File: config.mk
export PLATFORM = sky130hd
export DESIGN_NAME = fetch_buffer
export DESIGN_NICKNAME = d
export VERILOG_FILES = /design/src/rtl/fetch_buffer.sv
export SDC_FILE = /design/constraint.sdc
export NUM_CORES = 1
export LEC_CHECK = 0
export CAP_MARGIN = 20
export CORE_ASPECT_RATIO = 1.75
export CORE_MARGIN = 2
export CORE_UTILIZATION = 56
export DETAILED_ROUTE_END_ITERATION = 10
export PLACE_DENSITY_LB_ADDON = 0.2
export SETUP_SLACK_MARGIN = 0.4
export SLEW_MARGIN = 15
export SYNTH_ARGS = -nofsm -noshare
export SYNTH_HDL_FRONTEND = slang
export SYNTH_SLANG_ARGS = --single-unit
File: constraint.sdc
create_clock -name clk -period 6.7 [get_ports clk]
set_input_delay 1.675 -clock clk [delete_from_list [all_inputs] [get_ports clk]]
set_output_delay 1.675 -clock clk [all_outputs]
set_load 0.005 [all_outputs]
File: src/rtl/fetch_buffer.sv
// Instruction fetch buffer: issues in-order memory requests with credit-based flow
// control and queues returned words (or a misaligned-fetch marker) for decode.
module fetch_buffer #(
    parameter int          DEPTH    = 4,
    parameter logic [31:0] RESET_PC = 32'hBFC0_0000
) (
    input  logic        clk,
    input  logic        rst,
    input  logic        flush_i,
    input  logic [31:0] redirect_pc_i,
    output logic        inst_req_o,
    output logic [31:0] inst_addr_o,
    input  logic        inst_addr_ok_i,
    input  logic        inst_data_ok_i,
    input  logic [31:0] inst_rdata_i,
    input  logic        id_stall_i,
    output logic        id_valid_o,
    output logic [31:0] id_instr_o,
    output logic [31:0] id_pc_o,
    output logic        id_adel_o
);
    localparam int AW = $clog2(DEPTH);
    localparam int CW = AW + 1;

    logic [31:0] fetch_pc_q, fetch_pc_d;
    logic [CW-1:0] count_q, count_d;
    logic [AW-1:0] head_q, head_d;
    logic [AW-1:0] tail_q, tail_d;
    logic [1:0]  outstanding_q, outstanding_d;
    logic [1:0]  discard_q, discard_d;
    logic        halted_q, halted_d;
    logic        pend_wr_q, pend_wr_d;
    logic        pend_rd_q, pend_rd_d;

    logic [31:0] pend_pc_q [2];
    logic [31:0] q_pc_mem    [DEPTH];
    logic [31:0] q_instr_mem [DEPTH];
    logic        q_adel_mem  [DEPTH];

    logic [CW:0] used_w;
    logic        accept_w;
    logic        resp_w;
    logic        resp_keep_w;
    logic        adel_enq_w;
    logic        enq_w;
    logic        deq_w;
    logic [31:0] enq_pc_w;
    logic [31:0] enq_instr_w;

    // Discarded-but-outstanding requests still hold credit, so overflow is impossible.
    assign used_w      = {1'b0, count_q} + (CW+1)'(outstanding_q);
    assign inst_req_o  = ~rst & ~flush_i & (fetch_pc_q[1:0] == 2'b00) & ~halted_q
                       & (outstanding_q != 2'd2) & (used_w < (CW+1)'(DEPTH));
    assign inst_addr_o = fetch_pc_q;

    assign accept_w    = inst_req_o & inst_addr_ok_i;
    assign resp_w      = inst_data_ok_i & ~rst;
    assign resp_keep_w = resp_w & ~flush_i & (discard_q == 2'd0);
    assign adel_enq_w  = ~rst & ~flush_i & ~halted_q & (fetch_pc_q[1:0] != 2'b00)
                       & (outstanding_q == 2'd0) & (count_q < CW'(DEPTH));
    assign enq_w       = resp_keep_w | adel_enq_w;
    assign deq_w       = id_valid_o & ~id_stall_i & ~flush_i;
    assign enq_pc_w    = resp_keep_w ? pend_pc_q[pend_rd_q] : fetch_pc_q;
    assign enq_instr_w = resp_keep_w ? inst_rdata_i : 32'h0;

    assign id_valid_o = ~rst & (count_q != '0);
    assign id_pc_o    = id_valid_o ? q_pc_mem[head_q]    : 32'h0;
    assign id_instr_o = id_valid_o ? q_instr_mem[head_q] : 32'h0;
    assign id_adel_o  = id_valid_o & q_adel_mem[head_q];

    always_comb begin
        fetch_pc_d    = fetch_pc_q;
        count_d       = count_q;
        head_d        = head_q;
        tail_d        = tail_q;
        outstanding_d = outstanding_q;
        discard_d     = discard_q;
        halted_d      = halted_q;
        pend_wr_d     = pend_wr_q;
        pend_rd_d     = pend_rd_q;

        if (accept_w) begin
            fetch_pc_d = fetch_pc_q + 32'd4;
            pend_wr_d  = ~pend_wr_q;
        end
        if (resp_w) begin
            pend_rd_d = ~pend_rd_q;
        end
        case ({accept_w, resp_w})
            2'b10:   outstanding_d = outstanding_q + 2'd1;
            2'b01:   outstanding_d = outstanding_q - 2'd1;
            default: outstanding_d = outstanding_q;
        endcase
        if (resp_w && !flush_i && discard_q != 2'd0) begin
            discard_d = discard_q - 2'd1;
        end

        case ({enq_w, deq_w})
            2'b10:   count_d = count_q + CW'(1);
            2'b01:   count_d = count_q - CW'(1);
            default: count_d = count_q;
        endcase
        if (enq_w) tail_d = tail_q + AW'(1);
        if (deq_w) head_d = head_q + AW'(1);
        if (adel_enq_w) halted_d = 1'b1;

        // Redirect wins; responses already in flight are counted for dropping.
        if (flush_i) begin
            fetch_pc_d = redirect_pc_i;
            count_d    = '0;
            head_d     = '0;
            tail_d     = '0;
            halted_d   = 1'b0;
            discard_d  = outstanding_q - {1'b0, inst_data_ok_i};
        end
    end

    always_ff @(posedge clk) begin
        if (rst) begin
            fetch_pc_q    <= RESET_PC;
            count_q       <= '0;
            head_q        <= '0;
            tail_q        <= '0;
            outstanding_q <= 2'd0;
            discard_q     <= 2'd0;
            halted_q      <= 1'b0;
            pend_wr_q     <= 1'b0;
            pend_rd_q     <= 1'b0;
        end else begin
            fetch_pc_q    <= fetch_pc_d;
            count_q       <= count_d;
            head_q        <= head_d;
            tail_q        <= tail_d;
            outstanding_q <= outstanding_d;
            discard_q     <= discard_d;
            halted_q      <= halted_d;
            pend_wr_q     <= pend_wr_d;
            pend_rd_q     <= pend_rd_d;
        end
    end

    always_ff @(posedge clk) begin
        if (accept_w) begin
            pend_pc_q[pend_wr_q] <= fetch_pc_q;
        end
        if (enq_w) begin
            q_pc_mem[tail_q]    <= enq_pc_w;
            q_instr_mem[tail_q] <= enq_instr_w;
            q_adel_mem[tail_q]  <= adel_enq_w & ~resp_keep_w;
        end
    end
endmodule

==> flow_metrics.py <==
metrics = {
    "yosys": {
        "synth_area_leaders": "edfxtp_1 (63%), mux4_2 (9.5%), dfxtp_1 (6.4%), and2_1 (4.1%), mux2i_1 (2.3%)",
        "synth-main-ff-cell": "edfxtp_1",
        "synth_top_area_share_pct": 63.45,
        "ys_seq_area_share_pct": 69.85,
        "synthArstFlopShare_pct": 0,
        "syn_nets": 1043,
        "avgSynthCellArea_um2": 15.94,
        "netlist_area_um2": 15330,
        "synth-edff-count": 324,
        "yosys_warnings": 0,
        "netlist_instances": 962,
        "yosysTopAreaCell": "edfxtp_1",
        "synth_most_common_cell": "edfxtp_1",
        "ys_ff_latch": 373,
        "synth_cell_types": 51,
        "synth_common_cells": "edfxtp_1 (324), and2_1 (101), a21oi_1 (66), nor2_1 (66), mux4_2 (65)",
    },
    "setup_path": {
        "worst_path_dominant_cell_family": "simple AND/OR/NAND/NOR gates",
        "critPathKind": "input port to output pin",
        "cp_num_buf_inv": 2,
        "crit_slowest_cell": "clkdlybuf4s50_1",
        "start_kind": "input port",
        "critPathMaxStageDelay_ns": 0.54,
        "path_max_fanout": 3,
        "regToRegSetupSlack_ns": 3.72,
        "crit_required_ns": 5.03,
        "path_cells": "clkdlybuf4s50_1 -> or4_4 -> or4_1 -> nor3_1 -> clkdlybuf4s50_1",
        "crit_path_frequent_cell": "clkdlybuf4s50_1",
        "arrival_ns": 3.70,
        "crit_path_end_kind": "output pin",
    },
    "clock_network": {
        "cts-root-buf": "clkbuf_16",
        "path_clk_slew_ns": 0.07,
        "cts-buffers-inserted": 31,
        "ctsResizeCount": 0,
        "clock_latency_ns": 0.56,
        "htree_num_levels": 1,
        "clockBufferDepth": 3,
        "hold_buffers": 0,
        "cts.sinks": 373,
        "post_cts_buffers": 0,
        "cts_tree": "built",
    },
    "min_path": {
        "hp-class": "flop to flop",
    },
    "timing": {
        "worst_slew_pin_slew_ns": 1.034,
        "rsz0062_at_grt": "false",
        "min_period_over_period_pct": 80.27,
        "finalCriticalPeriod_ns": 5.378,
        "tns_ns": 0,
        "fin_skew_ns": 0.01130,
        "fmax_mhz": 185.9,
        "setup_viol": 0,
        "timing.slew.headroom_pct": 31.10,
        "hold_violations": 0,
        "setup_ws_ns": 1.322,
        "slew_violations": 0,
    },
    "routing": {
        "routedWlPerCell_um": 19.70,
        "drtPass1Iterations": 5,
        "vias_per_cell": 5.672,
        "drt_iter0_drc": 456,
        "remaining_drc_errors": 0,
        "via_count": 8587,
        "finalWirelength_mm": 29.82,
        "antenna_left": 0,
    },
    "status": {
        "status": "finished clean",
    },
    "final_layout": {
        "nets": 1202,
        "n_antenna_cell": 0,
        "drive_above_1_share_pct": 13.19,
        "nFillCells": 1875,
        "syn2layout_area_growth_pct": 21.16,
    },
    "floorplanning": {
        "io_pins": 169,
        "dieArea_um2": 28770,
        "rows": 80,
        "initial_utilization_pct": 56.53,
        "chipHeight_um": 222.9,
        "core_region_area_um2": 27130,
        "die_w_um": 129.1,
    },
    "global_route": {
        "antenna_found_initial": 1,
        "grt_max_degree": 99,
        "grt_pass1_wl_mm": 47.35,
        "grt_pass1_vias": 8845,
        "grt.total_usage_pct": 21.31,
        "grt_overflow": 0,
    },
    "placement": {
        "place_congestion": 0.8047,
        "dp_hpwl_mm": 18.23,
        "io_buffers": 168,
        "post-place-ws_ns": 1.326,
    },
    "power": {
        "ir_drop_uv": 267.8,
        "leakagePower_nw": 6.112,
        "total_power_mw": 4.830,
        "p_per_area_nw_per_um2": 260.0,
    },
    "job": {
        "max-cap-violations": 0,
    },
}
[stage by stage]
step	hold WS [ns]	area, µm²	std cells	utilization [%]
global route	0.4752	18580	1514	68.49
floorplan	0.4275	15330	962	-
finish	0.4617	18580	1514	68.49
detailed placement	0.4475	17440	1456	64.29
CTS	0.4634	18550	1513	68.39
global placement	0.4725	17430	1455	64.26
[where the power goes]
| group | internal, mW | switching [mW] |
|---|---|---|
| Sequential | 2.58 | 0.0511 |
| Clock | 1.15 | 0.784 |
| Combinational | 0.139 | 0.133 |
| Total | 3.86 | 0.968 |
[final timing paths]
kind	start	endpoint	depth (start not counted)
min	halted_q	halted_q	1
max reg2reg	count_q[2]	q_instr_mem[2][11]	6
max	flush_i	inst_req_o	5
min reg2reg	halted_q	halted_q	1
[cell type report]
class	instances	area [µm²]	share of cell area (%)
Sequential cell	373	10720	57.70
Clock inverter	16	237.7	1.280
Tap cell	369	461.7	2.485
Timing Repair Buffer	183	1859	10.01
Multi-Input combinational cell	516	4367	23.50
Inverter	16	60.06	0.3233
Clock buffer	41	873.3	4.701
[layout by cell type, fill, tap and decap left out, types with 6 or more instances in the layout]
master	Yosys	final
edfxtp_1	324	324
clkdlybuf4s50_1	0	167
and2_1	101	101
a21oi_1	66	66
mux4_2	65	65
nor2_1	66	64
dfxtp_1	49	46
mux2i_1	35	35
clkbuf_16	0	31
o21ai_0	20	20
nand3_1	17	17
inv_1	16	16
nand2_1	15	15
nor3_1	13	13
nand4_1	13	13
ha_1	10	10
buf_4	0	10
xnor2_1	8	8
nor2b_1	10	6
or3_1	6	6
clkbuf_8	0	6
bufinv_16	0	6
clkinv_2	0	6
[state kept, by name, summed over array words and instances (netlist names), 3 cells and up, named ones only]
signal and cells:
pend_pc_q 64, inst_addr_o 32, q_pc_mem 128, q_adel_mem 4, q_instr_mem 128, count_q 3
[cells by family (layout without fill, tap and decap cells)]
group / after synthesis / after routing / share of synthesized area [%]
buffers and inverters: 73 / 256 / 1.967
AOI/OAI and AO/OA: 116 / 116 / 4.366
muxes: 104 / 104 / 12.13
xor gates and xnor gates: 13 / 13 / 0.7426
and+or+nand+nor: 272 / 272 / 10.00
DFF: 373 / 373 / 69.85
adders and majority gates: 11 / 11 / 0.9466
[worst register-to-register path: stages (launching register included)]
cell and delay (ns):
dfxtp_1 0.34, or4_4 0.56, nor4_1 0.26, buf_4 0.20
nor2_1 0.21, nor2b_4 0.68, buf_12 0.35
[routing by layer]
| layer | track usage, % | part of all wire, % | vias up |
|---|---|---|---|
| met2 | 38.21 | 53 | 240 |
| met4 | 6.697 | 2.4 | 0 |
| met1 | 27.12 | 40 | 4288 |
| met3 | 2.278 | 3.8 | 48 |
| li1 | - | - | 4011 |
| met5 | 0 | 0 | - |
(Power assumes the default switching activity.)
